<file path="src/rtl/pp_accumulator_if.sv">
`default_nettype none
// ============================================================================
// Module      : pp_accumulator_if
// Description : Handshake bundle for the partial-product accumulator.
// Revision    : 1.0 - initial release
// ============================================================================
interface pp_accumulator_if #(
    parameter int W = 8
);
    logic [W*W-1:0] pp;
    logic           in_valid;
    logic           in_ready;
    logic [2*W-1:0] product;
    logic           out_valid;
    logic           out_ready;
    logic           busy;

    modport master (
        output pp, in_valid, out_ready,
        input  in_ready, product, out_valid, busy
    );

    modport slave (
        input  pp, in_valid, out_ready,
        output in_ready, product, out_valid, busy
    );
endinterface
`default_nettype wire

</file>
<file path="src/rtl/pp_accumulator.sv">
`default_nettype none
// ============================================================================
// Module      : pp_accumulator
// Description : Sums a WxW partial-product matrix one row per cycle into a
//               2W-bit product, with valid/ready handshakes on both sides.
// Revision    : 1.0 - initial release
// ============================================================================
module pp_accumulator #(
    parameter int W = 8
) (
    input  wire logic          clk,
    input  wire logic          rst_n,
    pp_accumulator_if.slave    bus
);

    localparam int JW = (W > 1) ? $clog2(W) : 1;
    localparam logic [JW-1:0] c_J_LAST = JW'(W - 1);

    typedef enum logic [1:0] {
        S_IDLE  = 2'd0,
        S_ACCUM = 2'd1,
        S_DONE  = 2'd2
    } state_t;

    state_t          r_state;
    logic [W*W-1:0]  r_pp;
    logic [2*W-1:0]  r_acc;
    logic [JW-1:0]   r_j;
    logic            r_in_ready;
    logic            r_out_valid;
    logic            r_busy;
    logic [2*W-1:0]  r_product;

    logic [W-1:0]    w_row;
    logic [2*W-1:0]  w_acc_next;

    always_comb begin
        w_row = '0;
        for (int k = 0; k < W; k++) begin
            if (r_j == JW'(k)) begin
                w_row = r_pp[W*k +: W];
            end
        end
    end

    assign w_acc_next = r_acc + ({{W{1'b0}}, w_row} << r_j);

    // Outputs are registered alongside the state so product is forced to
    // zero in every cycle where out_valid is low.
    always_ff @(posedge clk) begin
        if (!rst_n) begin
            r_state     <= S_IDLE;
            r_pp        <= '0;
            r_acc       <= '0;
            r_j         <= '0;
            r_in_ready  <= 1'b1;
            r_out_valid <= 1'b0;
            r_busy      <= 1'b0;
            r_product   <= '0;
        end else begin
            case (r_state)
                S_IDLE: begin
                    if (bus.in_valid) begin
                        r_pp       <= bus.pp;
                        r_acc      <= '0;
                        r_j        <= '0;
                        r_state    <= S_ACCUM;
                        r_in_ready <= 1'b0;
                        r_busy     <= 1'b1;
                    end
                end
                S_ACCUM: begin
                    r_acc <= w_acc_next;
                    if (r_j == c_J_LAST) begin
                        r_j         <= '0;
                        r_state     <= S_DONE;
                        r_out_valid <= 1'b1;
                        r_product   <= w_acc_next;
                    end else begin
                        r_j <= r_j + 1'b1;
                    end
                end
                S_DONE: begin
                    if (bus.out_ready) begin
                        r_state     <= S_IDLE;
                        r_out_valid <= 1'b0;
                        r_product   <= '0;
                        r_in_ready  <= 1'b1;
                        r_busy      <= 1'b0;
                    end
                end
                default: begin
                    r_state     <= S_IDLE;
                    r_in_ready  <= 1'b1;
                    r_out_valid <= 1'b0;
                    r_busy      <= 1'b0;
                    r_product   <= '0;
                end
            endcase
        end
    end

    assign bus.in_ready  = r_in_ready;
    assign bus.out_valid = r_out_valid;
    assign bus.busy      = r_busy;
    assign bus.product   = r_product;

endmodule
`default_nettype wire

</file>
<file path="src/flat_wrapper.sv">
// flat-port wrapper written by rule: the top's interface ports become plain ports
module pp_accumulator_flat 
#(
    parameter int W = 8
)
  (clk, rst_n, bus_pp, bus_in_valid, bus_out_ready, bus_in_ready, bus_product, bus_out_valid, bus_busy);
  pp_accumulator_if #(.W(W)) bus_i ();
  input  wire logic clk;
  input  wire logic rst_n;
  input wire logic [$bits(bus_i.pp)-1:0] bus_pp;
  input wire logic [$bits(bus_i.in_valid)-1:0] bus_in_valid;
  input wire logic [$bits(bus_i.out_ready)-1:0] bus_out_ready;
  output wire logic [$bits(bus_i.in_ready)-1:0] bus_in_ready;
  output wire logic [$bits(bus_i.product)-1:0] bus_product;
  output wire logic [$bits(bus_i.out_valid)-1:0] bus_out_valid;
  output wire logic [$bits(bus_i.busy)-1:0] bus_busy;
  assign bus_i.pp = bus_pp;
  assign bus_i.in_valid = bus_in_valid;
  assign bus_i.out_ready = bus_out_ready;
  assign bus_in_ready = bus_i.in_ready;
  assign bus_product = bus_i.product;
  assign bus_out_valid = bus_i.out_valid;
  assign bus_busy = bus_i.busy;
  pp_accumulator #(.W(W)) u_core (.clk(clk), .rst_n(rst_n), .bus(bus_i));
endmodule
</file>
<file path="config.mk">
export PLATFORM = sky130hd
export DESIGN_NAME = pp_accumulator_flat
export DESIGN_NICKNAME = d
export VERILOG_FILES = /design/src/rtl/pp_accumulator_if.sv /design/src/rtl/pp_accumulator.sv /design/src/flat_wrapper.sv
export SDC_FILE = /design/constraint.sdc
export NUM_CORES = 1
export LEC_CHECK = 0
export ABC_AREA = 1
export CAP_MARGIN = 20
export CORE_MARGIN = 10
export CORE_UTILIZATION = 58
export DETAILED_ROUTE_END_ITERATION = 6
export PLACE_DENSITY_LB_ADDON = 0.12
export SYNTH_ARGS = -nofsm -noshare
export SYNTH_HDL_FRONTEND = slang
export SYNTH_SLANG_ARGS = --single-unit
</file>
<file path="constraint.sdc">
create_clock -name clk -period 10.7 [get_ports clk]
set_input_delay 2.14 -clock clk [delete_from_list [all_inputs] [get_ports clk]]
set_output_delay 2.14 -clock clk [all_outputs]
set_load 0.05 [all_outputs]
</file>
==> results of run 1 <==
[critical path, delay by kind of cell, from the launching register on]
kind,cells,cell delay (ns)
AO/OA/AOI/OAI,5,0.71
adder cells (fa/ha/maj),3,1.12
buffers and inverters,4,0.58
flip-flops,1,0.48
AND/OR/NAND/NOR,11,1.63
[power by group]
part | internal [mW] | total [mW] | switching [mW]
logic | 0.109 | 0.312 | 0.203
clock network | 0.0912 | 0.243 | 0.152
registers | 0.440 | 0.469 | 0.0290
total | 0.639 | 1.02 | 0.384
[state kept, by name, summed over array words and instances, names as in the netlist]
name and flops:
u_core.r_state 2, u_core.bus.product 16, u_core.r_pp 64, u_core.bus.busy 1
u_core.bus.in_ready 1, u_core.bus.out_valid 1, u_core.r_j 3, u_core.r_acc 16
[worst max path at each step]
stage	slack (ns)	endpoint	from
after floorplan	7.08	u_core.r_acc[10]	u_core.r_j[0]
after global placement	6.14	u_core.r_pp[22]	bus_out_ready
after detailed placement	5.99	u_core.r_pp[21]	bus_out_ready
after CTS	6.11	u_core.r_acc[10]	u_core.r_j[1]
after global routing	5.61	u_core.r_acc[10]	u_core.r_j[1]
final	6.04	u_core.r_acc[10]	u_core.r_j[1]
[kinds of logic (layout without fill, tap and decap cells)]
| family | count (synthesis) | count (layout) | share of synthesized area, % |
|---|---|---|---|
| simple gates | 410 | 410 | 30.62 |
| compound gates | 190 | 190 | 17.62 |
| buf+inv | 116 | 178 | 9.021 |
| flops | 104 | 104 | 37.44 |
| fa+ha+maj | 23 | 23 | 5.309 |
[through the flow]
step	instances	hold slack [ns]	util [%]	cell area, um2
floorplan	843	0.4297	-	5562
global placement	1018	0.4484	68.77	6385
detailed placement	1018	0.4541	68.77	6385
CTS	1034	0.4720	70.86	6579
global route	1034	0.4901	70.86	6579
finish	1034	0.4660	70.86	6579
[layout by cell type, fill, tap and decap left out, drive strengths merged, types with 2 or more instances in the layout]
master	n
nand4	2
nand2	174
nor2	156
ha	22
a21oi	77
clkdlybuf4s50	85
o21ai	102
a21o	3
nand3	62
dfxtp	104
a211oi	2
buf	5
clkbuf	9
inv	74
clkinv	5
o21bai	2
nor3	6
or2	9
a21boi	2
[metal layers]
| metal | global-route usage [%] | share of wire [%] | up-vias |
|---|---|---|---|
| met5 | 0 | 0 | - |
| met4 | 6.105 | 1.8 | 0 |
| met3 | 3.597 | 3.9 | 23 |
| met2 | 35.00 | 47 | 151 |
| met1 | 26.54 | 47 | 2468 |
| li1 | - | - | 2840 |
[final cells by class]
cell class / instances / area, um2
fillers: 841 / 2705
flip-flops and latches: 104 / 2082
well taps: 129 / 161.4
repair buffers: 90 / 885.9
clock buffers: 9 / 123.9
clock inverters: 7 / 70.07
multi-input cells: 623 / 2983
inverters: 72 / 272.8
==> impl_metrics.env, run 1 <==
export IMPL_synth_async_reset_ratio_pct=0
export IMPL_rows=35
export IMPL_number_of_synthesized_flops_with_an_enable_pin=0
export IMPL_buffer_ports_inserted=86
export IMPL_number_of_setup_violations_in_the_final_report=0
export IMPL_detail_route_vias_per_cell=5.302
export IMPL_critical_path_top_cell_by_count="nand2_1"
export IMPL_critical_path_startpoint_type="register"
export IMPL_grt_setup_unrepaired="false"
export IMPL_fin_worst_skew_ns=0.01690
export IMPL_clock_sinks=104
export IMPL_ios=87
export IMPL_synth_top_area_share_pct=37.44
export IMPL_grt_first_pass_wirelength_mm=25.10
export IMPL_synth_top_flop_cell="dfxtp_1"
export IMPL_die_area_um2=13910
export IMPL_crit_reg2reg_capture="u_core.r_acc[10]"
export IMPL_timing_setup_tns_ns=0
export IMPL_r2r_slack_ns=6.04
export IMPL_maximum_number_of_buffers_from_clock_root_to_sink=2
export IMPL_min_path_type="reg2reg"
export IMPL_synth_yosys_seq_area_share_pct=37.44
export IMPL_drc=0
export IMPL_maxSlewHeadroom_pct=45.52
export IMPL_synth_cells=843
export IMPL_synth_top_cells_by_count="nand2_1 (172), nor2_1 (152), dfxtp_1 (104), o21ai_0 (82), a21oi_1 (77)"
export IMPL_initialDrtViolationCount=447
export IMPL_critical_path_peak_fanout=16
export IMPL_cap_viol_max_count=0
export IMPL_h_tree_levels=3
export IMPL_grt_start_max_net_pins=82
export IMPL_place_gp_congestion=0.8904
export IMPL_max_vdd_ir_drop_v=0.0001095
export IMPL_synthTopCellsByArea="dfxtp_1 (37%), nand2_1 (12%), nor2_1 (10%), o21ai_0 (7.4%), a21oi_1 (6.9%)"
export IMPL_syn_std_cell_area_um2=5562
export IMPL_timing_worst_setup_path_type="reg2reg"
export IMPL_synth_area_leader_cell="dfxtp_1"
export IMPL_design_final_nets=991
export IMPL_timing_critical_path_cells="inv_1 -> ha_1 -> nand2_1 -> nand2_1 -> inv_1 -> nand2_1 -> nand2_1 -> nand2_1 -> nand3_1 -> nor3_1 -> ha_1 -> inv_1 -> fa_1 -> inv_1 -> nand3_1 -> nand2_1 -> a21boi_0 -> o21ai_0 -> nand2_1 -> nand2_1 -> a21oi_1 -> o21ai_0 -> a21oi_1"
export IMPL_crit_path_end_kind="register"
export IMPL_cts_post_setup_buffers_inserted=0
export IMPL_finalMaxSlewViolations=0
export IMPL_antennaDiodeCount=0
export IMPL_place_ws_ns=5.988
export IMPL_grtUsageTotal_pct=20.82
export IMPL_fin_crit_sh_pct=43.59
export IMPL_layout_cells_sized_above_1_pct=5.083
export IMPL_finalWorstPathRequiredPeriod_ns=4.664
export IMPL_grt_remaining_overflow=0
export IMPL_post_cts_resize_count=0
export IMPL_clkLatencyLatePin_ns=0.38
export IMPL_ctsHoldBuffers=0
export IMPL_routed_via_count=5482
export IMPL_antenna_left=0
export IMPL_power_density_cell_area_nw_per_um2=155.5
export IMPL_fp_dieH_um=117.9
export IMPL_fmax_ghz=0.2144
export IMPL_critPathRequiredTime_ns=10.94
export IMPL_mappedNetlistNets=934
export IMPL_hold_end="u_core.r_pp[0]"
export IMPL_initial_core_util_pct=59.91
export IMPL_post_dp_hpwl_mm=10.62
export IMPL_first_global_vias=5317
export IMPL_slowest_stage="ha_1"
export IMPL_route_final_wire_length_mm=14.45
export IMPL_clk_pin_slew_ns=0.11
export IMPL_cell_with_the_most_instances_after_synthesis="nand2_1"
export IMPL_status="finished, final reports clean"
export IMPL_fp_coreArea_um2=9284
export IMPL_drt_pass1_iter_count=5
export IMPL_dieWidth_um=117.9
export IMPL_detail_route_wl_per_cell_um=13.97
export IMPL_clock_root_buffer="clkbuf_8"
export IMPL_r2r_cells=23
export IMPL_timing_critical_path_slowest_cell_delay_ns=0.54
export IMPL_critPathArrivalTime_ns=4.90
export IMPL_clock_tree_from_tritoncts="done"
export IMPL_leakagePower_nw=3.024
export IMPL_hold_start="u_core.r_pp[0]"
export IMPL_syn_avg_cell_area_um2=6.597
export IMPL_number_of_hold_violations_in_the_final_report=0
export IMPL_timing_worst_slew_pin_value_ns=0.8163
export IMPL_synthDistinctLibCells=33
export IMPL_antenna_violations_before_repair=0
export IMPL_hold_path_cell_count=2
export IMPL_syn2layout_area_growth_pct=18.29
export IMPL_yosys_warnings=0
export IMPL_setup_ws_ns=6.036
export IMPL_cts_buffers=9
export IMPL_yosys_register_bits=104
export IMPL_rr_startpoint="u_core.r_j[1]"
export IMPL_post_layout_total_power_mw=1.023
Note: power is estimated with default switching activity, not from simulation.
==> run 2: changes to the inputs <==
- CORE_UTILIZATION: 58 -> 54
- clock period: 10.7 -> 4.4 ns (I/O delays scaled with it)
==> impl_metrics.env, run 2 (synthesis gave the netlist of run 1 again) <==
export IMPL_status="finished, final reports clean"
export IMPL_max_vdd_ir_drop_v=0.0002604
export IMPL_rows=36
export IMPL_largest_register_ffs=64
export IMPL_initial_core_util_pct=56.12
export IMPL_critical_path_startpoint_type="register"
export IMPL_grtUsageTotal_pct=20.25
export IMPL_setup_ws_ns=0.4868
export IMPL_buffer_ports_inserted=86
export IMPL_critical_path_startpoint="u_core.r_j[0]"
export IMPL_post_layout_total_power_mw=2.487
export IMPL_number_of_setup_violations_in_the_final_report=0
export IMPL_h_tree_levels=3
export IMPL_fp_dieH_um=121.5
export IMPL_grt_first_pass_wirelength_mm=24.74
export IMPL_post_cts_resize_count=0
export IMPL_initialDrtViolationCount=413
export IMPL_rr_startpoint="u_core.r_j[0]"
export IMPL_slowest_stage="dfxtp_2"
export IMPL_leakagePower_nw=3.031
export IMPL_cp_top_family="simple AND/OR/NAND/NOR gates"
export IMPL_first_global_vias=5205
export IMPL_clock_sinks=104
export IMPL_stdcell_area_um2=6633
export IMPL_routed_via_count=5458
export IMPL_clock_root_buffer="clkbuf_8"
export IMPL_dpl_cell_count=1027
export IMPL_ctsHoldBuffers=0
export IMPL_grt_remaining_overflow=0
export IMPL_power_density_cell_area_nw_per_um2=374.9
export IMPL_maxSlewHeadroom_pct=48.47
export IMPL_antenna_left=0
export IMPL_largest_register="u_core.r_pp"
export IMPL_antennaDiodeCount=0
export IMPL_finalWorstPathRequiredPeriod_ns=3.913
export IMPL_dpl_cell_area_um2=6427
export IMPL_min_path_type="reg2reg"
export IMPL_timing_critical_path_cells="clkinvlp_4 -> ha_1 -> nand2_2 -> clkinv_1 -> nand2_1 -> nand2_1 -> inv_1 -> nand2_1 -> nand2_1 -> nand2_1 -> nand3_1 -> nand3_1 -> nand3_1 -> nand2_1 -> ha_1 -> nand2_1 -> inv_1 -> a21oi_1 -> nand2_1 -> a21boi_0 -> inv_1 -> o21ai_0 -> a21oi_1"
export IMPL_final_hold_worst_slack_ns=0.4690
export IMPL_critPathArrivalTime_ns=4.16
export IMPL_design_final_nets=996
export IMPL_number_of_hold_violations_in_the_final_report=0
export IMPL_grt_start_max_net_pins=56
export IMPL_detail_route_wl_per_cell_um=14.04
export IMPL_die_area_um2=14760
export IMPL_timing_worst_slew_pin_value_ns=0.7721
export IMPL_crit_path_end_kind="register"
export IMPL_clkLatencyLatePin_ns=0.39
export IMPL_cts_post_setup_buffers_inserted=0
export IMPL_most_common_library_cell_in_the_layout_ignoring_fill_and_taps="nand2_1"
export IMPL_fmax_ghz=0.2555
export IMPL_fin_worst_skew_ns=0.01056
export IMPL_hold_start="u_core.bus.out_valid"
export IMPL_fp_coreArea_um2=9910
export IMPL_finalMaxSlewViolations=0
export IMPL_worst_path_buf_inv=5
export IMPL_cp_depth=23
export IMPL_layout_core_utilization_pct=66.93
export IMPL_place_gp_congestion=0.9546
export IMPL_hold_path_cell_count=2
export IMPL_detail_route_vias_per_cell=5.233
export IMPL_mostFrequentLayoutCells="nand2_1 (170), nor2_1 (152), dfxtp_1 (103)"
export IMPL_critical_path_top_cell_by_count="nand2_1"
export IMPL_finish_cell_count_without_fillers=1043
export IMPL_route_final_wire_length_mm=14.65
export IMPL_dieWidth_um=121.5
export IMPL_cts_buffers=9
export IMPL_drt_pass1_iter_count=5
export IMPL_maximum_number_of_buffers_from_clock_root_to_sink=2
export IMPL_critPathRequiredTime_ns=4.64
export IMPL_post_dp_hpwl_mm=11.05
export IMPL_timing_setup_tns_ns=0
export IMPL_antenna_violations_before_repair=0
export IMPL_ios=87
export IMPL_timing_critical_path_slowest_cell_delay_ns=0.47
export IMPL_fin_crit_sh_pct=88.94
export IMPL_critical_path_peak_fanout=12
export IMPL_cap_viol_max_count=0
export IMPL_syn2layout_area_growth_pct=19.26
export IMPL_drc=0
export IMPL_r2r_cells=23
export IMPL_timing_worst_setup_path_type="reg2reg"
export IMPL_grt_setup_unrepaired="false"
export IMPL_clk_pin_slew_ns=0.10
export IMPL_clock_tree_from_tritoncts="done"
export IMPL_layout_cells_sized_above_1_pct=6.044
export IMPL_place_ws_ns=0.3742
[run 2: cell count changes in the layout (fill, tap and decap cells not counted), sizes merged]
cell and delta:
clkinv -3, inv -3, clkinvlp +3, buf +5
clkbuf +3
[run 2: final cells by class]
type | instances | area (um2)
inverters | 72 | 280.3
well taps | 133 | 166.4
flip-flops and latches | 104 | 2083
multi-input cells | 623 | 2988
repair buffers | 95 | 923.4
clock buffers | 12 | 155.1
clock inverters | 4 | 36.28
fillers | 900 | 3277
[run 2: worst register-to-register path, cell delays in order, from the launching register on]
cell and delay [ns]:
dfxtp_2 0.47, clkinvlp_4 0.28, ha_1 0.32, nand2_2 0.15
clkinv_1 0.23, nand2_1 0.12, nand2_1 0.05, inv_1 0.06
nand2_1 0.06, nand2_1 0.07, nand2_1 0.08, nand3_1 0.10
nand3_1 0.11, nand3_1 0.09, nand2_1 0.06, ha_1 0.34
nand2_1 0.13, inv_1 0.05, a21oi_1 0.18, nand2_1 0.15
a21boi_0 0.21, inv_1 0.08, o21ai_0 0.27, a21oi_1 0.10
[run 2: path summary, 6_finish.rpt]
check / endpoint / slack, ns
worst max-delay path: u_core.r_acc[9] / 0.49
worst min-delay path: u_core.bus.out_valid / 0.47
worst max register to register: u_core.r_acc[9] / 0.49
worst min register to register: u_core.bus.out_valid / 0.47
[run 2: where the power goes]
| part | internal, mW | switching [mW] | total [mW] |
|---|---|---|---|
| Clock | 0.244 | 0.339 | 0.583 |
| Combinational | 0.270 | 0.492 | 0.762 |
| Sequential | 1.07 | 0.0721 | 1.14 |
[run 2: routing by layer]
| metal | global-route usage [%] | wire [um] |
|---|---|---|
| met1 | 25.45 | 6900 |
| met2 | 33.02 | 6728 |
| met3 | 4.793 | 736 |
| met4 | 7.228 | 282 |
| met5 | 0 | 0 |
==> run 3: changes to the inputs <==
- CORE_MARGIN: 10 -> unset
==> impl_metrics.env, run 3 (synthesis gave the netlist of run 1 again) <==
export IMPL_finish_cell_count_without_fillers=1044
export IMPL_largest_register="u_core.r_pp"
export IMPL_layout_core_utilization_pct=67.63
export IMPL_slowest_stage="dfxtp_2"
export IMPL_worst_path_buf_inv=4
export IMPL_die_area_um2=10710
export IMPL_place_ws_ns=0.2061
export IMPL_timing_worst_setup_path_type="reg2reg"
export IMPL_finalWorstPathRequiredPeriod_ns=3.923
export IMPL_number_of_setup_violations_in_the_final_report=0
export IMPL_design_final_nets=997
export IMPL_most_common_library_cell_in_the_layout_ignoring_fill_and_taps="nand2_1"
export IMPL_fp_coreArea_um2=9864
export IMPL_critical_path_startpoint="u_core.r_j[1]"
export IMPL_cap_viol_max_count=0
export IMPL_timing_critical_path_slowest_cell_delay_ns=0.42
export IMPL_clock_root_buffer="clkbuf_8"
export IMPL_hold_start="u_core.r_pp[7]"
export IMPL_critical_path_peak_fanout=15
export IMPL_leakagePower_nw=3.067
export IMPL_power_density_cell_area_nw_per_um2=388.6
export IMPL_antenna_left=0
export IMPL_antenna_violations_before_repair=0
export IMPL_syn2layout_area_growth_pct=19.96
export IMPL_timing_setup_tns_ns=0
export IMPL_detail_route_wl_per_cell_um=13.82
export IMPL_critPathArrivalTime_ns=4.17
export IMPL_maxSlewHeadroom_pct=39.88
export IMPL_rows=36
export IMPL_clk_pin_slew_ns=0.11
export IMPL_rr_startpoint="u_core.r_j[1]"
export IMPL_grt_first_pass_wirelength_mm=23.72
export IMPL_critPathRequiredTime_ns=4.64
export IMPL_min_path_type="reg2reg"
export IMPL_ios=87
export IMPL_setup_ws_ns=0.4768
export IMPL_cts_buffers=9
export IMPL_seqCellArea_um2=2083
export IMPL_routed_via_count=5576
export IMPL_fin_worst_skew_ns=0.01208
export IMPL_crit_path_end_kind="register"
export IMPL_grt_setup_unrepaired="false"
export IMPL_ctsHoldBuffers=0
export IMPL_route_final_wire_length_mm=14.43
export IMPL_grtUsageTotal_pct=28.56
export IMPL_number_of_fill_cells_in_the_layout=890
export IMPL_first_global_vias=5212
export IMPL_finalMaxSlewViolations=0
export IMPL_max_vdd_ir_drop_v=0.0003252
export IMPL_cp_top_family="adder cells"
export IMPL_clkLatencyLatePin_ns=0.40
export IMPL_fp_dieH_um=103.5
export IMPL_status="finished, final reports clean"
export IMPL_largest_register_ffs=64
export IMPL_initialDrtViolationCount=325
export IMPL_critical_path_top_cell_by_count="nand2_1"
export IMPL_drt_pass1_iter_count=5
export IMPL_post_dp_hpwl_mm=10.55
export IMPL_place_gp_congestion=0.9556
export IMPL_r2r_slack_ns=0.48
export IMPL_dpl_cell_count=1026
export IMPL_grt_start_max_net_pins=81
export IMPL_clock_tree_from_tritoncts="done"
export IMPL_antennaDiodeCount=0
export IMPL_fin_crit_sh_pct=89.16
export IMPL_critical_path_startpoint_type="register"
export IMPL_layout_cells_sized_above_1_pct=6.147
export IMPL_buffer_ports_inserted=86
export IMPL_timing_worst_slew_pin_value_ns=0.9009
export IMPL_multi_input_comb_area_um2=2988
export IMPL_detail_route_vias_per_cell=5.341
export IMPL_dieWidth_um=103.5
export IMPL_maximum_number_of_buffers_from_clock_root_to_sink=2
export IMPL_h_tree_levels=3
export IMPL_clock_sinks=104
export IMPL_stdcell_area_um2=6671
export IMPL_grt_remaining_overflow=0
export IMPL_drc=0
export IMPL_initial_core_util_pct=56.38
export IMPL_number_of_hold_violations_in_the_final_report=0
export IMPL_mostFrequentLayoutCells="nand2_1 (170), nor2_1 (152), dfxtp_1 (103)"
export IMPL_fmax_ghz=0.2549
export IMPL_dpl_cell_area_um2=6420
## run 3: per-stage QoR
step	total power, mW	hold slack [ns]
after global placement	1.903	0.4446
after floorplan	1.693	0.4297
final	2.592	0.4662
after CTS	2.600	0.4679
after global routing	2.749	0.4827
after detailed placement	1.920	0.4534
## run 3: what timing repair did
action	CTS	global route
gates resized for setup	0	4
buffers inserted	0	2
endpoints found under the setup margin	0	12
## run 3: final timing paths
check / to / cells past startpoint
worst max-delay path: u_core.r_acc[10] / 26
worst min-delay path: u_core.r_pp[7] / 2
worst max register to register: u_core.r_acc[10] / 26
worst min register to register: u_core.r_pp[7] / 2
## run 3: final cells by class
class,count,area share [%]
clock buffer,9,1.857
clock inverter,7,1.538
inverter,72,4.145
multi-input combinational,623,44.79
sequential,104,31.23
tap,133,2.494
timing repair buffer,96,13.95
## run 3: layer usage
layer / vias up / wire (um) / global-route usage (%) / share of wire [%]
met3: 21 / 820 / 6.653 / 5.7
met5: - / 0 / 0 / 0
met1: 2541 / 6917 / 37.34 / 48
met4: 0 / 244 / 9.426 / 1.7
li1: 2849 / - / - / -
met2: 165 / 6443 / 46.46 / 45
## run 3: report_power, final
part | switching, mW | internal, mW
sequential | 0.0740 | 1.07
combinational | 0.498 | 0.271
clock | 0.352 | 0.327
total | 0.924 | 1.67
## run 3: worst reg2reg max path, stage by stage (launching register included)
cell and delay, ns:
dfxtp_2 0.42, ha_1 0.24, ha_1 0.34, inv_2 0.19, o21ai_0 0.11, inv_1 0.06
nand2_1 0.06, nand2_1 0.06, nand2_1 0.05, nand2_1 0.05, nand2_1 0.04, nand2_1 0.08
nand3_1 0.11, nor3_1 0.19, ha_1 0.20, inv_1 0.06, fa_1 0.37, inv_1 0.10
nand3_1 0.07, nand2_1 0.14, a21boi_0 0.12, o21ai_0 0.29, nand2_1 0.10, nand2_1 0.08
a21oi_1 0.06, o21ai_0 0.11, a21oi_1 0.09
